--- config.mk ---
export PLATFORM = sky130hd
export DESIGN_NAME = mono_hub75_direct
export DESIGN_NICKNAME = d
export VERILOG_FILES = /design/src/rtl/mono_hub75_direct.sv
export SDC_FILE = /design/constraint.sdc
export NUM_CORES = 1
export LEC_CHECK = 0
export CORE_UTILIZATION = 50
export DETAILED_ROUTE_END_ITERATION = 6
export PLACE_DENSITY = 0.85
export SLEW_MARGIN = 20
export SYNTH_ARGS = -nofsm -noshare
export SYNTH_HDL_FRONTEND = slang
export SYNTH_SLANG_ARGS = --single-unit
--- constraint.sdc ---
create_clock -name clk -period 2.7 [get_ports clk]
set_input_delay 0.81 -clock clk [delete_from_list [all_inputs] [get_ports clk]]
set_output_delay 0.81 -clock clk [all_outputs]
set_load 0.02 [all_outputs]
--- src/rtl/mono_hub75_direct.sv ---
// mono_hub75_direct: RAM-less monochrome DMD row to HUB75 1/16-scan panel driver
module mono_hub75_direct #(
    parameter int CLK_DIV = 4,
    parameter int PIXELS  = 128,
    parameter int LINELEN = 256
) (
    input  logic              clk,
    input  logic              rst,
    input  logic [PIXELS-1:0] rowdata,
    input  logic [4:0]        address,
    input  logic              enable,
    output logic              hub75_r0,
    output logic              hub75_g0,
    output logic              hub75_b0,
    output logic              hub75_r1,
    output logic              hub75_g1,
    output logic              hub75_b1,
    output logic              hub75_a,
    output logic              hub75_b,
    output logic              hub75_c,
    output logic              hub75_d,
    output logic              hub75_lat,
    output logic              hub75_oe,
    output logic              hub75_clk
);
    localparam int PW = CLK_DIV > 1 ? $clog2(CLK_DIV) : 1;
    localparam int SW = $clog2(LINELEN);
    localparam int XW = $clog2(PIXELS);
    localparam logic [PW-1:0] PRE_MAX  = PW'(CLK_DIV - 1);
    localparam logic [SW-1:0] SLOT_MAX = SW'(LINELEN - 1);
    localparam logic [SW-1:0] LAT_SLOT = SW'(LINELEN - 2);
    localparam logic [SW-1:0] PIX_END  = SW'(PIXELS);
    localparam logic [SW-1:0] OE_LO    = SW'(PIXELS + 1);
    localparam logic [SW-1:0] OE_HI    = SW'(LINELEN - 3);

    logic [PW-1:0]     pre_q, pre_d;
    logic              phase_q, phase_d;
    logic [SW-1:0]     slot_q, slot_d;
    logic [2:0]        sync_q, sync_d;
    logic [PIXELS-1:0] cap_data_q, cap_data_d, work_data_q, work_data_d;
    logic [4:0]        cap_addr_q, cap_addr_d, work_addr_q, work_addr_d;
    logic              up_q, up_d, lo_q, lo_d, sclk_q, sclk_d, lat_q, lat_d, oe_q, oe_d;
    logic [3:0]        row_q, row_d;
    logic              tick, slot_step, line_start, rise, shifting, pix_bit;

    // Outputs are registered from next-state values so they line up with the slot/phase they describe
    always_comb begin
        tick        = pre_q == PRE_MAX;
        pre_d       = tick ? '0 : pre_q + 1'b1;
        phase_d     = phase_q ^ tick;
        slot_step   = tick & phase_q;
        line_start  = slot_step & (slot_q == SLOT_MAX);
        slot_d      = !slot_step ? slot_q : (line_start ? '0 : slot_q + 1'b1);
        sync_d      = {sync_q[1:0], enable};
        rise        = sync_q[1] & ~sync_q[2];
        cap_data_d  = rise ? rowdata : cap_data_q;
        cap_addr_d  = rise ? address : cap_addr_q;
        work_data_d = line_start ? cap_data_q : work_data_q;
        work_addr_d = line_start ? cap_addr_q : work_addr_q;
        shifting    = slot_d < PIX_END;
        pix_bit     = shifting & work_data_d[slot_d[XW-1:0]];
        up_d        = pix_bit & ~work_addr_d[4];
        lo_d        = pix_bit & work_addr_d[4];
        sclk_d      = shifting & phase_d;
        lat_d       = slot_d == LAT_SLOT;
        oe_d        = !(slot_d >= OE_LO && slot_d <= OE_HI);
        row_d       = lat_d ? work_addr_d[3:0] : row_q;
    end

    always_ff @(posedge clk) begin
        if (rst) begin
            pre_q       <= '0;
            phase_q     <= 1'b0;
            slot_q      <= '0;
            sync_q      <= '0;
            cap_data_q  <= '0;
            cap_addr_q  <= '0;
            work_data_q <= '0;
            work_addr_q <= '0;
            up_q        <= 1'b0;
            lo_q        <= 1'b0;
            sclk_q      <= 1'b0;
            lat_q       <= 1'b0;
            oe_q        <= 1'b1;
            row_q       <= '0;
        end else begin
            pre_q       <= pre_d;
            phase_q     <= phase_d;
            slot_q      <= slot_d;
            sync_q      <= sync_d;
            cap_data_q  <= cap_data_d;
            cap_addr_q  <= cap_addr_d;
            work_data_q <= work_data_d;
            work_addr_q <= work_addr_d;
            up_q        <= up_d;
            lo_q        <= lo_d;
            sclk_q      <= sclk_d;
            lat_q       <= lat_d;
            oe_q        <= oe_d;
            row_q       <= row_d;
        end
    end

    assign hub75_r0  = up_q;
    assign hub75_g0  = up_q;
    assign hub75_b0  = up_q;
    assign hub75_r1  = lo_q;
    assign hub75_g1  = lo_q;
    assign hub75_b1  = lo_q;
    assign hub75_a   = row_q[0];
    assign hub75_b   = row_q[1];
    assign hub75_c   = row_q[2];
    assign hub75_d   = row_q[3];
    assign hub75_lat = lat_q;
    assign hub75_oe  = oe_q;
    assign hub75_clk = sclk_q;
endmodule

==> metrics, run 1 <==
PD cells=542 nW/um^2; Vias=between 10000 and 15000; fin crit share=1.06; post-route ant nets=0; Yosys reg bits=289; failing checks=negative setup slack; crit path DAT=3.31 ns; crit start category=flop; CP Max Fanout=5; final instance area=around 16000 um^2; total grt overflow=0; Mapped Cells=1492; Period minus WS final=2.87 ns; reg2reg path depth=12; Async SR Flop Fraction=0; hold path start=cap_data_q[7]; share of cells above drive strength 1=0.150; Final Setup Violations=2; most frequent cell after synthesis=nand2_1; Slew headroom=0.574; Mapped Area=12000 um^2; hold endpoint=work_data_q[7]; RSZ-0062 raised after global routing=yes; Final WS setup=-0.172 ns; worst setup path class=flop to flop; Sequential Power Share=0.511; number of global-route vias before repair=approximately 11000; Slowest-stage cell, CP=or4_4; CP required=3.14 ns; wire length per cell=16.2 um; Top Family by Delay on Critical Path=simple AND/OR/NAND/NOR gates; status=complete, but fails checks; Total Power=8.61 mW; first-pass GRT wire length=51.7 mm; ANT cells=0; worst hold stages=2; pin slew with the least headroom to its limit=0.638 ns; area grow syn2layout=32.6%; # port buffers=roughly 150; hold_ws=0.447 ns; hpwl dp=21.2 mm; hold buffers post-CTS=0; CTS tree=done; largest cells by area after synthesis=dfxtp_1, nand2_1, a21oi_1, mux2i_1, clkbuf_1; leakage dissipation=between 5 and 6 nW; initial core utilization=0.510; die width=between 150 and 200 um; Root Driver=clkbuf_16; VDD IR-drop max=0.360 mV; total track usage=0.261; Clock Path Buffers=3; Final #Nets=1826; switching pwr=1.91 mW; Core Region=23500 um^2; largest net degree at the start of global routing=134; H-tree depth=1; post-synth cell types=59; post-synthesis sequential area ratio=0.483; num rows=between 50 and 60; post-synth top area cell=dfxtp_1; crit-path cells=ha_4, ha_4, nand4_1, buf_6, or3_1, o311ai_4, a21o_1, a21oi_2, or4_4, a41oi_4, buf_6, o22ai_2; Net Count, Synth=1631; 1st-iter DRT viols=949; Worst-Skew Late Latency=0.55 ns; Post-synth top cells=nand2_1, dfxtp_1, a21oi_1; Syn Area/Cell=8.02 um^2; Die Span Y=around 160 um; Comb pwr share=0.058; Synth Warn #=0; drt via density=5.51; CTS Sinks=289; max frequency=~0.35 GHz; antenna violations before repair=0; CP endpoint kind=flop; Post-DP Area=14400 um^2; worst slack, placed=-0.240 ns; HP Class=flop to flop; Slew Limit Fails=0; Worst-path clk slew=0.06 ns; I/O pins=149; RR Endpoint=hub75_b0; First-pass DRT Iterations=5; GP Congestion=0.879; Buf/Inv on CP=2; die area=approximately 25000 um^2; Clk pwr share=0.431; reg2reg start=pre_q[0]; total CTS buffers=28; top cell type's share of synthesized area=0.483; number of synthesized flops with an enable pin=0; Setup Skew=0.0147 ns; CP max stage delay=0.52 ns; Post-synth top flop=dfxtp_1; r2r setup slk=-0.17 ns; fillers=1765; Internal Power=6.70 mW; Max-Cap Viols=0; DRC Markers=0; switching share of total power=0.222; final hold viol count=0; final wirelength=32.7 mm
final cells by class:
cell class / instances / area, um^2 / area share
clock buffers: 37 / 764 / 0.0482
inverters: 4 / 15.0 / 0.000946
well taps: 319 / 399 / 0.0252
clock inverters: 11 / 97.6 / 0.00615
multi-input cells: 1074 / 5960 / 0.375
flip-flops and latches: 289 / 5790 / 0.365
repair buffers: 290 / 2850 / 0.179
kinds of logic (layout without fill, tap and decap cells):
group,count (synthesis),count (layout),share of synthesized area
xor gates and xnor gates,7,7,0.00512
muxes,81,81,0.0692
and+or+nand+nor,609,609,0.205
AOI/OAI and AO/OA,374,374,0.185
adders and majority gates,3,3,0.00314
buffers and inverters,129,342,0.0486
DFF,289,289,0.483
worst reg2reg max path: stages (launching register included):
cell	delay, ns
dfxtp_2	0.37
ha_4	0.16
ha_4	0.16
nand4_1	0.18
buf_6	0.20
or3_1	0.39
o311ai_4	0.10
a21o_1	0.17
a21oi_2	0.06
or4_4	0.52
a41oi_4	0.27
buf_6	0.13
o22ai_2	0.06
layer usage:
metal / up-vias / wire (um) / global-route usage
met5: - / 0 / 0
met4: 0 / 1010 / 0.0957
met3: 81 / 1960 / 0.0399
met2: 370 / 16000 / 0.453
met1: 5255 / 13800 / 0.326
li1: 5453 / - / -
placed cells by master (no fill, tap or decap), drive strengths merged, types with 14 or more instances in the layout:
cell type / Yosys / layout
mux2: 14 / 14
or3: 15 / 15
nor2: 46 / 46
o21ai: 15 / 15
mux2i: 67 / 67
nor2b: 16 / 16
nand2: 490 / 490
buf: 40 / 141
clkbuf: 85 / 38
dfxtp: 289 / 289
a21oi: 260 / 260
clkdlybuf4s50: 0 / 147
flip-flops by register name (all words and copies together) (netlist names):
signal,flops
cap_addr_q,5
slot_q,8
hub75_clk,1
row_q,4
pre_q,2
sync_q,3
work_data_q,128
hub75_b1,1
hub75_oe,1
hub75_lat,1
phase_q,1
hub75_b0,1
cap_data_q,128
work_addr_q,5
how the worst max path moves through the flow:
stage                     to  cells past startpoint       from
floorplan           hub75_b0                     12   pre_q[0]
global placement    hub75_b0                     13   pre_q[0]
detailed placement  hub75_b0                     13   pre_q[0]
CTS                 hub75_b0                     12  slot_q[0]
global route        hub75_b0                     12   pre_q[0]
finish              hub75_b0                     12   pre_q[0]
power groups by stage:
stage / clock, mW / sequential (mW) / combinational [mW]
detailed placement: 0 / 4.49 / 0.469
finish: 3.71 / 4.40 / 0.497
global route: 3.95 / 4.40 / 0.539
CTS: 3.76 / 4.39 / 0.487
global placement: 0 / 4.48 / 0.462
floorplan: 0 / 4.47 / 0.210
per-stage QoR:
step                      utilization  instances  TNS (ns)
after floorplan                     -       1492         0
after global placement          0.613       1950    -0.569
after detailed placement        0.613       1950    -0.658
after CTS                       0.665       2013         0
after global routing            0.676       2024    -0.767
final                           0.676       2024    -0.331
repair_timing:
| action | in CTS | in global routing |
|---|---|---|
| endpoints found under the setup margin | 7 | 7 |
| cloned | 3 | 0 |
| pin swaps | 16 | 15 |
| gates resized for setup | 42 | 34 |
| hold endpoints to repair | 0 | 0 |
| buffers inserted | 12 | 11 |
No activity file was read; power rests on OpenSTA's default activity.
==> inputs of run 2 (changes only) <==
Settings changed: CTS_CLUSTER_DIAMETER set to 60.
==> run 2 against run 1 <==
The flow still finishes with violations (negative setup slack); non-clock buffer count down 3; sequential power about the same; flip-flop and latch count unchanged; count of clock-buffer cells in the layout up 4; register-to-register slack better by 0.10 ns; wire length down 1.9%; critical path depth up 1; via count down 0.60%; hold slack worse by 0.0043 ns; die area unchanged; setup slack better by 0.10 ns.
==> metrics, run 2 (synthesized netlist as in run 1, its figures left out) <==
status=complete, but fails checks; failing checks=negative setup slack; initial core utilization=0.510 (unchanged); first-pass GRT wire length=50.8 mm (-1.7%); die area=24600 um^2 (unchanged); Worst-Skew Late Latency=0.55 ns (about the same); top flop regs=cap_data_q: 128 flops, work_data_q: 128 flops, slot_q: 8 flops; die width=157 um (unchanged); I/O pins=149 (unchanged); Core Region=23500 um^2 (unchanged); total track usage=0.255 (-0.00577); crit start category=flop; hold_ws=0.443 ns (-0.00432 ns); Slew headroom=0.568 (-0.00646); GP Congestion=0.879 (unchanged); number of global-route vias before repair=10600 (-0.78%); DRC Markers=0 (unchanged); H-tree depth=1 (unchanged); share of cells above drive strength 1=0.143 (-0.00670); fin crit share=1.03 (-0.0383); Die Span Y=157 um (unchanged); RSZ-0062 raised after global routing=yes; CP Max Fanout=7 (+2); # port buffers=148 (unchanged); total grt overflow=0 (unchanged); First-pass DRT Iterations=5 (unchanged); Clock Path Buffers=3 (unchanged); Worst-path clk slew=0.07 ns (about the same); ANT cells=0 (unchanged); largest net degree at the start of global routing=134 (unchanged); CTS tree=done; Period minus WS final=2.77 ns (-0.103 ns); Setup Skew=0.0143 ns (-0.000386 ns); num rows=56 (unchanged); VDD IR-drop max=0.358 mV (-0.57%); commonest non-fill, non-tap cell in the layout=nand2_1; 1st-iter DRT viols=898 (-5.4%); PD cells=560 nW/um^2 (+3.2%); Vias=11100 (-0.60%); pin slew with the least headroom to its limit=0.648 ns (+0.00969 ns); antenna violations before repair=0 (unchanged); Max-Cap Viols=0 (unchanged); CP required=3.14 ns (about the same); CTS Sinks=289 (unchanged); hold buffers post-CTS=0 (unchanged); final hold viol count=0 (unchanged); Final #Nets=1824 (-0.11%); drt via density=5.47 (-0.75%); post-route ant nets=0 (unchanged); wire length per cell=15.8 um (-2.1%); Final Setup Violations=2 (unchanged); hpwl dp=21.2 mm (unchanged); Slew Limit Fails=0 (unchanged); Layout Utilization=0.670 (-0.00570); Root Driver=clkbuf_16; Final WS setup=-0.0686 ns (+0.103 ns); HP Class=flop to flop; final wirelength=32.1 mm (-1.9%); r2r setup slk=-0.07 ns (+0.10 ns); area grow syn2layout=31.5%; crit path DAT=3.21 ns (-0.10 ns); max frequency=0.361 GHz (+3.7%); worst setup path class=flop to flop; leakage dissipation=5.60 nW (-0.16%); commonest non-fill, non-tap cells in the layout=nand2_1, dfxtp_1, a21oi_1; CP endpoint kind=flop; worst slack, placed=-0.240 ns (unchanged); total CTS buffers=29 (+3.6%)
[run 2: where the power goes]
group | leakage, nW | internal, mW | switching (mW) | total (mW)
sequential | 2.34 | 4.34 | 0.0562 | 4.40
combinational | 2.80 | 0.269 | 0.220 | 0.489
clock | 0.467 | 2.23 | 1.69 | 3.93
[run 2: stage by stage]
step | cell area (um^2) | total power [mW] | TNS [ns] | instances
4_1_cts | 15500 | 8.83 | -0.00778 | 2013
3_3_place_gp | 14400 | 4.94 | -0.569 | 1950
2_1_floorplan | 12000 | 4.68 | 0 | 1492
3_5_place_dp | 14400 | 4.95 | -0.658 | 1950
6_report | 15700 | 8.81 | -0.104 | 2027
5_1_grt | 15700 | 9.10 | -0.375 | 2027
[run 2: timing repair]
action / 4_1_cts / 5_1_grt
endpoints found under the setup margin: 7 / 7
resized for setup: 27 / 30
cloned: 0 / 1
buffers inserted: 9 / 13
pin swaps: 5 / 15
[run 2: worst max-delay path, stage by stage, from the launching register on]
cell	delay (ns)
dfxtp_2	0.37
ha_4	0.16
ha_4	0.15
buf_4	0.15
buf_4	0.14
a31oi_2	0.09
buf_6	0.16
o311ai_4	0.25
a21o_1	0.18
a21oi_2	0.07
or4_4	0.52
a41oi_4	0.25
buf_6	0.12
o22ai_2	0.04
[run 2: final timing paths]
check,startpoint,to,cells after the start
min,sync_q[0],sync_q[1],1
max reg2reg,pre_q[0],hub75_b0,13
min reg2reg,sync_q[0],sync_q[1],1
max,pre_q[0],hub75_b0,13
[run 2: area by class of cell]
cell class	instances	area, um^2
fillers	1797	7740
multi-input cells	1074	5850
flip-flops and latches	289	5790
repair buffers	287	2750
clock buffers	41	821
well taps	319	399
clock inverters	13	111
inverters	4	15.0
[run 2: metal layers]
metal,global-route usage,part of all wire,up-vias,routed length (um)
li1,-,-,5438,-
met1,0.323,0.43,5228,13700
met2,0.441,0.48,337,15500
met3,0.0385,0.060,89,1940
met4,0.0850,0.031,0,996
met5,0,0,-,0
